## src/rtl/keyboard_tone_pkg.sv

```systemverilog
// keyboard_tone_pkg: shared modes, default divider table, tone states and index helper
package keyboard_tone_pkg;

    localparam int MODE_PRIORITY = 0;
    localparam int MODE_LAST     = 1;
    localparam int CLK_HZ        = 25_000_000;

    // Half-period lengths at CLK_HZ; key 0 sits in the lowest slice (DO)
    localparam logic [63:0] DEFAULT_DIV_TABLE = {16'd17906, 16'd18977, 16'd21302, 16'd23860};

    typedef enum logic {IDLE, RUN} tone_state_e;

    // Lowest set bit index of a key vector (0 when empty)
    function automatic logic [3:0] lowest_idx(input logic [15:0] v);
        logic [3:0] r;
        r = '0;
        for (int i = 15; i >= 0; i--) if (v[i]) r = 4'(i);
        return r;
    endfunction

endpackage

```

## src/rtl/keyboard_tone_gen_key_debounce.sv

```systemverilog
// key_debounce: 2-flop synchroniser and debounce counter for one active-low key
//   clk, reset : clock, synchronous active-high reset
//   key_n      : raw asynchronous key, active-low
//   key_db     : debounced key, active-high
module key_debounce
    import keyboard_tone_pkg::*;
#(
    parameter int DEBOUNCE_CYC = 25000
) (
    input  logic clk,
    input  logic reset,
    input  logic key_n,
    output logic key_db
);

    localparam int CW = DEBOUNCE_CYC > 1 ? $clog2(DEBOUNCE_CYC) : 1;

    logic          s1_q, s2_q, db_q, db_d, hit;
    logic [CW-1:0] cnt_q, cnt_d;

    assign hit    = cnt_q == CW'(DEBOUNCE_CYC - 1);
    assign cnt_d  = (s2_q == db_q || hit) ? '0 : cnt_q + 1'b1;
    assign db_d   = (s2_q != db_q && hit) ? ~db_q : db_q;
    assign key_db = db_q;

    always_ff @(posedge clk) begin
        if (reset) begin
            s1_q  <= 1'b0;
            s2_q  <= 1'b0;
            db_q  <= 1'b0;
            cnt_q <= '0;
        end else begin
            s1_q  <= ~key_n;
            s2_q  <= s1_q;
            db_q  <= db_d;
            cnt_q <= cnt_d;
        end
    end

endmodule

```

## src/rtl/keyboard_tone_gen.sv

```systemverilog
// keyboard_tone_gen: N-key debounced tone generator with phase-coherent note changes
//   clk, reset : clock, synchronous active-high reset
//   keys_n     : raw keys, active-low, asynchronous
//   pwm_out    : square-wave audio output
//   note_valid : a note is sounding
//   note_idx   : index of the sounding key, 0 when silent
//   keys_db    : debounced key state, active-high
module keyboard_tone_gen
    import keyboard_tone_pkg::*;
#(
    parameter int                      N_KEYS       = 4,
    parameter int                      DIV_W        = 16,
    parameter logic [N_KEYS*DIV_W-1:0] DIV_TABLE    = DEFAULT_DIV_TABLE,
    parameter int                      DEBOUNCE_CYC = 25000,
    parameter int                      MODE         = MODE_PRIORITY,
    localparam int                     IW           = N_KEYS > 1 ? $clog2(N_KEYS) : 1
) (
    input  logic              clk,
    input  logic              reset,
    input  logic [N_KEYS-1:0] keys_n,
    output logic              pwm_out,
    output logic              note_valid,
    output logic [IW-1:0]     note_idx,
    output logic [N_KEYS-1:0] keys_db
);

    logic [N_KEYS-1:0] prev_q, rise;
    logic [IW-1:0]     sel_q, sel_d, cur_q, cur_d, low_db, low_rise;
    logic              sel_valid_q;
    tone_state_e       state_q, state_d;
    logic [DIV_W-1:0]  cnt_q, cnt_d, div_q, div_d, sel_div;
    logic              pwm_q, pwm_d, wrap;

    genvar k;
    generate
        for (k = 0; k < N_KEYS; k++) begin : g_key
            key_debounce #(.DEBOUNCE_CYC(DEBOUNCE_CYC)) u_db (
                .clk   (clk),
                .reset (reset),
                .key_n (keys_n[k]),
                .key_db(keys_db[k])
            );
        end
    endgenerate

    assign rise     = keys_db & ~prev_q;
    assign low_db   = IW'(lowest_idx(16'(keys_db)));
    assign low_rise = IW'(lowest_idx(16'(rise)));
    // Last-pressed: newest rise wins, keep sel while held, else fall back to lowest held
    assign sel_d    = (MODE == MODE_LAST) ? ((|rise) ? low_rise : keys_db[sel_q] ? sel_q : low_db) : low_db;
    assign sel_div  = DIV_TABLE[sel_q*DIV_W +: DIV_W];
    assign wrap     = cnt_q == div_q - 1'b1;

    // A new sel only takes effect at a half-period boundary; silence is never deferred
    always_comb begin
        state_d = state_q;
        cnt_d   = cnt_q;
        div_d   = div_q;
        cur_d   = cur_q;
        pwm_d   = pwm_q;
        if (!sel_valid_q) begin
            state_d = IDLE;
            cnt_d   = '0;
            pwm_d   = 1'b0;
        end else if (state_q == IDLE || wrap) begin
            state_d = RUN;
            cnt_d   = '0;
            div_d   = sel_div;
            cur_d   = sel_q;
            pwm_d   = (state_q == IDLE) ? 1'b1 : ~pwm_q;
        end else begin
            cnt_d   = cnt_q + 1'b1;
        end
    end

    always_ff @(posedge clk) begin
        if (reset) begin
            prev_q      <= '0;
            sel_q       <= '0;
            sel_valid_q <= 1'b0;
            state_q     <= IDLE;
            cnt_q       <= '0;
            div_q       <= '0;
            cur_q       <= '0;
            pwm_q       <= 1'b0;
        end else begin
            prev_q      <= keys_db;
            sel_q       <= sel_d;
            sel_valid_q <= |keys_db;
            state_q     <= state_d;
            cnt_q       <= cnt_d;
            div_q       <= div_d;
            cur_q       <= cur_d;
            pwm_q       <= pwm_d;
        end
    end

    // Gating with sel_valid mutes the output in the same cycle the selection empties
    assign pwm_out    = pwm_q & sel_valid_q;
    assign note_valid = state_q == RUN;
    assign note_idx   = (state_q == RUN) ? cur_q : '0;

endmodule

```

## config.mk

```make
export PLATFORM = sky130hd
export DESIGN_NAME = keyboard_tone_gen
export DESIGN_NICKNAME = d
export VERILOG_FILES = /design/src/rtl/keyboard_tone_pkg.sv /design/src/rtl/keyboard_tone_gen_key_debounce.sv /design/src/rtl/keyboard_tone_gen.sv
export SDC_FILE = /design/constraint.sdc
export NUM_CORES = 1
export LEC_CHECK = 0
export CORE_UTILIZATION = 45
export CTS_CLUSTER_SIZE = 25
export DETAILED_ROUTE_END_ITERATION = 6
export GPL_TIMING_DRIVEN = 0
export REMOVE_ABC_BUFFERS = 1
export SLEW_MARGIN = 40
export SYNTH_ARGS = -nofsm -noshare
export SYNTH_HDL_FRONTEND = slang
export SYNTH_SLANG_ARGS = --single-unit
```

## constraint.sdc

```tcl
create_clock -name clk -period 2.57 [get_ports clk]
set_clock_uncertainty 0.15 [all_clocks]
set_input_delay 0.3855 -clock clk [delete_from_list [all_inputs] [get_ports clk]]
set_output_delay 0.3855 -clock clk [all_outputs]
set_load 0.01 [all_outputs]
```

==> results of run 1 <==
[cell families after synthesis]
| logic type | after synthesis | share of synthesized area [%] |
|---|---|---|
| AO/OA/AOI/OAI | 36 | 5.24 |
| XOR/XNOR | 80 | 13.9 |
| adder cells (fa/ha/maj) | 10 | 2.49 |
| buffers and inverters | 37 | 3.40 |
| flip-flops | 103 | 41.0 |
| multiplexers | 20 | 4.42 |
| AND/OR/NAND/NOR | 293 | 29.6 |
[state kept, by name, summed over array words and instances, names as in the netlist]
register	count
g_key.u_db.s1_q	4
div_q	8
sel_q	2
note_valid	1
sel_valid_q	1
g_key.u_db.key_db	4
g_key.u_db.s2_q	4
cnt_q	16
pwm_q	1
g_key.u_db.cnt_q	60
cur_q	2
[repair_timing]
action / CTS / global route
endpoints found under the setup margin: 27 / 27
buffers inserted: 15 / 3
pin swaps: 12 / 6
hold endpoints to repair: 0 / 0
gates resized for setup: 36 / 10
gates cloned: 2 / 1
[worst min path at each step]
stage | endpoint | slack [ns] | start
floorplan | g_key[0].u_db.cnt_q[0] | 0.26 | g_key[0].u_db.cnt_q[0]
global placement | g_key[1].u_db.s2_q | 0.27 | g_key[1].u_db.s1_q
detailed placement | g_key[2].u_db.s2_q | 0.28 | g_key[2].u_db.s1_q
CTS | g_key[0].u_db.cnt_q[0] | 0.30 | g_key[0].u_db.cnt_q[0]
global route | g_key[1].u_db.s2_q | 0.31 | g_key[1].u_db.s1_q
finish | g_key[1].u_db.s2_q | 0.30 | g_key[1].u_db.s1_q
[critical path, cell delays in order, from the launching register on]
cell      delay, ns
dfxtp_4        0.39
inv_2          0.05
ha_4           0.25
xor2_1         0.15
o21ai_1        0.09
a2111o_1       0.40
nor4_4         0.30
buf_4          0.18
nand3_4        0.11
buf_12         0.17
mux2_4         0.28
[cell type report]
cell class / count / area share [%]
clock buffers: 12 / 2.84
repair buffers: 32 / 5.51
multi-input cells: 441 / 51.3
well taps: 140 / 3.02
flip-flops and latches: 103 / 35.8
clock inverters: 4 / 0.883
inverters: 10 / 0.646
[metal layers]
layer	up-vias	global-route usage, %
met3	19	6.30
met1	1821	23.3
met4	0	5.77
met5	-	0
met2	57	32.0
li1	2000	-
[report_power, final]
group | internal [mW] | leakage, nW | switching (mW)
registers | 1.60 | 0.836 | 0.00377
clock network | 0.532 | 0.109 | 0.546
logic | 0.0111 | 1.07 | 0.0194
[layout by cell type (no fill, tap or decap), types with 8 or more instances in the layout]
master / n
a21oi_1: 11
and3_1: 17
buf_4: 14
clkbuf_8: 12
clkdlybuf4s50_1: 12
dfxtp_1: 96
ha_1: 8
inv_1: 8
mux2i_1: 11
nand2_1: 47
nand3_1: 34
nand4_1: 8
nor2_1: 109
nor2b_1: 9
nor3_1: 8
nor3b_1: 13
xnor2_1: 34
xor2_1: 45
==> flow_metrics.tcl, run 1 <==
set metrics [dict create \
    outcome "complete, but fails checks" \
    violations "setup timing" \
    timing.final.crit_share_pct 102 \
    cts_max_level 3 \
    hold_viol 0 \
    dr.first_iter.drc_count 230 \
    async_reset_ff_share_pct 0 \
    synthTopCellsByCount "nor2_1 (109), dfxtp_1 (103), nand2_1 (47), xor2_1 (45), xnor2_1 (35)" \
    reg2regPathDepth 10 \
    multi_input_area_sq_um 2980 \
    endpoint_kind "register" \
    total_power_mw 2.71 \
    setup_ws_ns -0.0590 \
    row_count 38 \
    grt_max_degree 40 \
    fmax_mhz 380 \
    cp-startpoint "cur_q[0]" \
    clk_latency_ns 0.38 \
    synth.distinct_cells 56 \
    track_usage_pct 19.2 \
    min_path_type "reg2reg" \
    ys_seq_area_share_pct 41.0 \
    wl_met1_mm 4.89 \
    numPortBuffers 13 \
    regToRegSetupSlack_ns -0.06 \
    firstDrtPassIters 4 \
    min_period_ns 2.63 \
    synth_area_leaders "dfxtp_1 (41%), nor2_1 (8.1%), xor2_1 (7.8%)" \
    die_y_um 108 \
    yosys_most_used_dff "dfxtp_1" \
    antenna_found_initial 0 \
    required_ns 2.69 \
    via_count 3897 \
    initial_core_util_pct 46.2 \
    dp_hpwl_mm 6.63 \
    post_dp_cell_area_sq_um 5200 \
    cp-endpoint "div_q[11]" \
    synthesis.instances 579 \
    timing.max_slew.rel_slack_pct 53.5 \
    via_per_inst 5.25 \
    synth_top_area_cell "dfxtp_1" \
    fp.dieW_um 108 \
    syn_area_sq_um 5030 \
    grt_pass1_wl_mm 17.5 \
    r2r-start "cur_q[0]" \
    yosys_warnings 0 \
    postCtsHoldBufs 0 \
    fin_area_sq_um 5810 \
    clock-sinks 103 \
    slew_violations 0 \
    synth.avg_cell_area_sq_um 8.70 \
    ios 14 \
    synth_top_cell_area_share_pct 41.0 \
    clkTransAtPathRegs_ns 0.10 \
    place_congestion 0.801 \
    core_area_sq_um 10900 \
    wire_per_inst_um 14.0 \
    synth-edff-count 0 \
    cts_buffers 9 \
    ant_nets 0 \
    synth.most_common_cell "nor2_1" \
    critPathArrivalTime_ns 2.75 \
    final_layout_size_suffix_gt1_share_pct 13.6 \
    drc 0 \
    grt_pass1_vias 3806 \
    nNetsFinal 613 \
    final_cell_count_no_fill 742 \
    min_path_cells 1 \
    rsz0062_at_grt "true" \
    fin_util_pct 53.3 \
    setup_viol 9 \
    synth-seq-cells 103 \
    cts_tree "done" \
    overflow 0 \
    totalWireLength_mm 10.4 \
    place_inst 705 \
    cp_max_fo 7 \
    met3_length_um 297 \
    tightest_slew_ns 0.696 \
    met2_length_mm 5.03 \
    highest_layer "met4" \
    die_area_sq_um 11600 \
    layout.area.seq_sq_um 2080 \
    power_density_nw_per_um2 467 \
    tns_ns -0.375 \
    p_leak_nw 2.02 \
    area_growth_pct 15.4 \
    n_antenna_cell 0 \
    hold_ws_ns 0.295 \
    place_ws_ns -0.602 \
    r2r_end "div_q[11]" \
    cts_buffer_depth 2 \
    cp-start-kind "register" \
    irDropWorstVdd_uv 402 \
    crit_type "reg2reg" \
    n_fill_cell 983 \
    clock_tree.root_cell "clkbuf_8" \
    maxCapViolations 0 \
]
No activity file was read; power rests on OpenSTA's default activity.
==> run 2: changes to the inputs <==
- CORE_ASPECT_RATIO: default -> 1.75
- CTS_CLUSTER_DIAMETER: default -> 40
==> flow_metrics.tcl, run 2 (synthesized netlist as in run 1, its figures left out) <==
set metrics [dict create \
    cp-start-kind "register" \
    die_area_sq_um 11600 \
    reg2regPathDepth 7 \
    drc 0 \
    regToRegSetupSlack_ns -0.11 \
    crit_slowest_cell "or3_4" \
    setup_viol 12 \
    cp_max_fo 11 \
    r2r_end "div_q[0]" \
    tightest_slew_ns 0.710 \
    clock-sinks 103 \
    hold_ws_ns 0.295 \
    track_usage_pct 19.0 \
    place_congestion 0.768 \
    fin_area_sq_um 5760 \
    cpPeakStageDelay_ns 0.47 \
    cts_max_level 3 \
    outcome "complete, but fails checks" \
    timing.max_slew.rel_slack_pct 52.7 \
    firstDrtPassIters 4 \
    grt_pass1_vias 3846 \
    core_area_sq_um 10800 \
    crit_type "reg2reg" \
    crit_chain "or3_4, o311ai_2, a2111oi_1, a211o_2, nand3_4, buf_12, mux2_2" \
    cts_buffer_depth 2 \
    fp.dieW_um 82.0 \
    totalWireLength_mm 10.4 \
    cp.depth 7 \
    min_path_type "reg2reg" \
    clk_latency_ns 0.35 \
    cts_tree "done" \
    fmax_mhz 373 \
    r2r-start "div_q[9]" \
    area_growth_pct 14.4 \
    p_leak_nw 2.01 \
    clkTransAtPathRegs_ns 0.06 \
    endpoint_kind "register" \
    post_dp_cell_area_sq_um 5190 \
    antenna_found_initial 0 \
    ant_nets 0 \
    ios 14 \
    layout_commonest_cell "nor2_1" \
    grt_max_degree 40 \
    violations "setup timing" \
    min_period_ns 2.68 \
    top_regs "g_key.u_db.cnt_q (60), cnt_q (16), div_q (8)" \
    dr.first_iter.drc_count 124 \
    dp_hpwl_mm 7.11 \
    overflow 0 \
    grt_pass1_wl_mm 17.2 \
    postCtsHoldBufs 0 \
    nNetsFinal 610 \
    cp-endpoint "div_q[0]" \
    timing.final.crit_share_pct 104 \
    clock_tree.root_cell "clkbuf_16" \
    largest_reg_flops 60 \
    power_density_nw_per_um2 509 \
    row_count 50 \
    regMostFlops "g_key.u_db.cnt_q" \
    via_per_inst 5.41 \
    hold_viol 0 \
    n_antenna_cell 0 \
    n_fill_cell 1009 \
    cp_top_family "compound AO/OA/AOI/OAI gates" \
    initial_core_util_pct 46.5 \
    cp-startpoint "div_q[9]" \
    cts_buffers 9 \
    via_count 3944 \
    rsz0062_at_grt "true" \
    maxCapViolations 0 \
    cp_num_buf_inv 1 \
    setup_ws_ns -0.107 \
    required_ns 2.65 \
    final_cell_mix "nor2_1 (109), dfxtp_1 (98), nand2_1 (47)" \
    die_y_um 142 \
    slew_violations 0 \
    irDropWorstVdd_uv 316 \
    wire_per_inst_um 14.2 \
    numPortBuffers 13 \
    critPathArrivalTime_ns 2.76 \
    final_layout_size_suffix_gt1_share_pct 11.9 \
]
## run 2: changes by cell type in the layout (fill, tap and decap cells not counted), sizes merged
cell      change
buf           -2
clkinv        +2
clkinvlp      -1
nand3         -1
bufinv        -1
## run 2: cell type report
class                      instances  area (sq um)  share of cell area, %
multi-input combinational        440          2920                   50.7
sequential                       103          2080                   36.1
inverter                          10          40.0                  0.695
clock inverter                     4          27.5                  0.478
clock buffer                      12           256                   4.45
tap                              130           163                   2.82
timing repair buffer              30           273                   4.74
## run 2: how the worst min path moves through the flow
stage | startpoint | endpoint | depth (start not counted)
after global placement | g_key[1].u_db.s1_q | g_key[1].u_db.s2_q | 1
after detailed placement | g_key[1].u_db.s1_q | g_key[1].u_db.s2_q | 1
after global routing | g_key[0].u_db.cnt_q[0] | g_key[0].u_db.cnt_q[0] | 1
after CTS | g_key[0].u_db.cnt_q[0] | g_key[0].u_db.cnt_q[0] | 1
after floorplan | g_key[0].u_db.cnt_q[0] | g_key[0].u_db.cnt_q[0] | 1
final | g_key[1].u_db.s1_q | g_key[1].u_db.s2_q | 1
## run 2: power breakdown
group	leakage [nW]	switching, mW	internal, mW
Clock	0.143	0.588	0.712
Sequential	0.835	0.00367	1.60
Combinational	1.04	0.0201	0.0111
Total	2.01	0.612	2.32
## run 2: routing by layer
metal	share of wire, %	GRT usage (%)	up-vias
met5	0	0	-
met3	2.0	3.54	20
met2	53	34.7	36
met1	42	20.4	1893
met4	2.6	8.68	0
li1	-	-	1995
## run 2: through the flow
step / std cells / power [mW] / util [%] / setup slack (ns) / setup TNS [ns]
after floorplan: 552 / 1.65 / - / -0.138 / -1.35
after global placement: 695 / 1.68 / 48.0 / -0.591 / -24.96
after detailed placement: 695 / 1.67 / 47.9 / -0.618 / -14.11
after CTS: 727 / 2.98 / 52.7 / -0.0672 / -0.433
after global routing: 729 / 3.03 / 53.2 / -0.221 / -2.19
final: 729 / 2.93 / 53.2 / -0.107 / -1.05
## run 2: worst reg2reg max path: stages (launching register included)
cell	delay, ns
dfxtp_1	0.42
or3_4	0.47
o311ai_2	0.36
a2111oi_1	0.16
a211o_2	0.41
nand3_4	0.12
buf_12	0.14
mux2_2	0.34
## run 2: timing repair
action | CTS | global route
setup buffers | 15 | 2
pin swaps | 8 | 2
hold endpoints to repair | 0 | 0
gates resized for setup | 27 | 8
setup endpoints to repair | 27 | 27
gates cloned | 1 | 0
==> run 3: changes to the inputs <==
- CELL_PAD_IN_SITES_DETAIL_PLACEMENT: default -> 1
- CELL_PAD_IN_SITES_GLOBAL_PLACEMENT: default -> 1
- CORE_UTILIZATION: 45 -> 43
- PLACE_DENSITY_LB_ADDON: default -> 0.1
==> flow_metrics.tcl, run 3 (synthesized netlist as in run 1, its figures left out) <==
set metrics [dict create \
    slew_violations 0 \
    grt_pass1_wl_mm 19.9 \
    die_area_sq_um 12200 \
    grt_use_met3_pct 3.47 \
    final_cell_count_no_fill 727 \
    min_period_ns 2.69 \
    drc 0 \
    timing.final.crit_share_pct 105 \
    outcome "complete, but fails checks" \
    place_ws_ns -0.657 \
    power_density_nw_per_um2 531 \
    place_congestion 0.795 \
    setup_ws_ns -0.117 \
    hold_end "g_key[2].u_db.s2_q" \
    totalWireLength_mm 11.6 \
    clkTransAtPathRegs_ns 0.07 \
    layout_commonest_cell "nor2_1" \
    grt_busiest_layer "met2" \
    core_area_sq_um 11200 \
    postCtsHoldBufs 0 \
    final_layout_size_suffix_gt1_share_pct 10.9 \
    maxCapViolations 0 \
    cts_tree "done" \
    min_path_cells 1 \
    irDropWorstVdd_uv 300 \
    row_count 51 \
    reg2regPathDepth 9 \
    clock_tree.root_cell "clkbuf_16" \
    fmax_mhz 372 \
    regMostFlops "g_key.u_db.cnt_q" \
    tns_ns -1.26 \
    grt_use_met2_pct 38.4 \
    critPathArrivalTime_ns 2.76 \
    top_regs "g_key.u_db.cnt_q (60), cnt_q (16), div_q (8)" \
    regToRegSetupSlack_ns -0.12 \
    fp.dieW_um 83.8 \
    die_y_um 145 \
    fin_util_pct 51.1 \
    ant_nets 0 \
    numPortBuffers 13 \
    overflow 0 \
    antenna_found_initial 0 \
    post_dp_cell_area_sq_um 5190 \
    cp_max_fo 10 \
    cts_buffer_depth 2 \
    r2r-start "cur_q[0]" \
    dp_hpwl_mm 8.19 \
    n_antenna_cell 0 \
    fin_area_sq_um 5740 \
    cts_buffers 9 \
    grt_max_degree 40 \
    cts_max_level 3 \
    via_per_inst 5.55 \
    area_growth_pct 13.9 \
    timing.max_slew.rel_slack_pct 50.5 \
    nNetsFinal 607 \
    track_usage_pct 20.0 \
    cp-start-kind "register" \
    r2r_end "div_q[11]" \
    initial_core_util_pct 44.8 \
    firstDrtPassIters 4 \
    crit_type "reg2reg" \
    tightest_slew_ns 0.742 \
    place_inst 697 \
    p_leak_nw 2.00 \
    rsz0062_at_grt "true" \
    wire_per_inst_um 15.9 \
    violations "setup timing" \
    min_path_type "reg2reg" \
    grt_pass1_vias 4298 \
    setup_viol 26 \
    required_ns 2.65 \
    largest_reg_flops 60 \
    hp-start "g_key[2].u_db.s1_q" \
    via_count 4037 \
    grt_use_met1_pct 21.2 \
    dr.first_iter.drc_count 78 \
    ios 14 \
    hold_viol 0 \
    clk_latency_ns 0.34 \
    final_cell_mix "nor2_1 (109), dfxtp_1 (98), nand2_1 (47)" \
    clock-sinks 103 \
    endpoint_kind "register" \
]
-- run 3: stage by stage --
stage	hold WS, ns	power, mW
after floorplan	0.263	1.65
after global placement	0.266	1.68
after detailed placement	0.278	1.68
after CTS	0.294	3.09
after global routing	0.314	3.16
final	0.290	3.04
-- run 3: layout make-up --
type | count | area, sq um
Clock buffer | 13 | 270
Fill cell | 1312 | 5500
Tap cell | 132 | 165
Clock inverter | 2 | 38.8
Timing Repair Buffer | 27 | 250
Inverter | 10 | 37.5
Multi-Input combinational cell | 440 | 2900
Sequential cell | 103 | 2080
-- run 3: per-layer routing --
metal	wire [um]	share of wire [%]	vias to the layer above
met5	0	0	-
met2	6380	55	26
li1	-	-	1996
met4	291	2.5	0
met3	169	1.5	18
met1	4730	41	1997
-- run 3: worst max path at each step --
stage	start	end	slack, ns	depth (start not counted)
2_1_floorplan	div_q[12]	div_q[10]	-0.14	6
3_3_place_gp	cur_q[0]	div_q[10]	-0.61	9
3_5_place_dp	cur_q[0]	div_q[9]	-0.66	9
4_1_cts	cur_q[0]	div_q[11]	-0.08	9
5_1_grt	cur_q[0]	div_q[11]	-0.21	9
6_report	cur_q[0]	div_q[11]	-0.12	9
-- run 3: critical path: stages, from the launching register on --
cell     delay (ns)
dfxtp_4        0.35
buf_6          0.13
or4_4          0.53
o31a_1         0.28
o221a_4        0.25
nor4_4         0.16
buf_4          0.18
nand3_4        0.09
buf_12         0.16
mux2_4         0.29
-- run 3: timing repair --
item                                    CTS  global route
gates cloned                              1             0
resized for setup                        26             2
pin swaps                                 7             1
hold endpoints to repair                  0             0
buffers inserted                         12             2
endpoints found under the setup margin   27            26
-- run 3: report_power, final --
group | total, mW | internal (mW) | switching, mW
clock network | 1.41 | 0.832 | 0.576
registers | 1.60 | 1.60 | 0.00395
logic | 0.0319 | 0.0112 | 0.0207
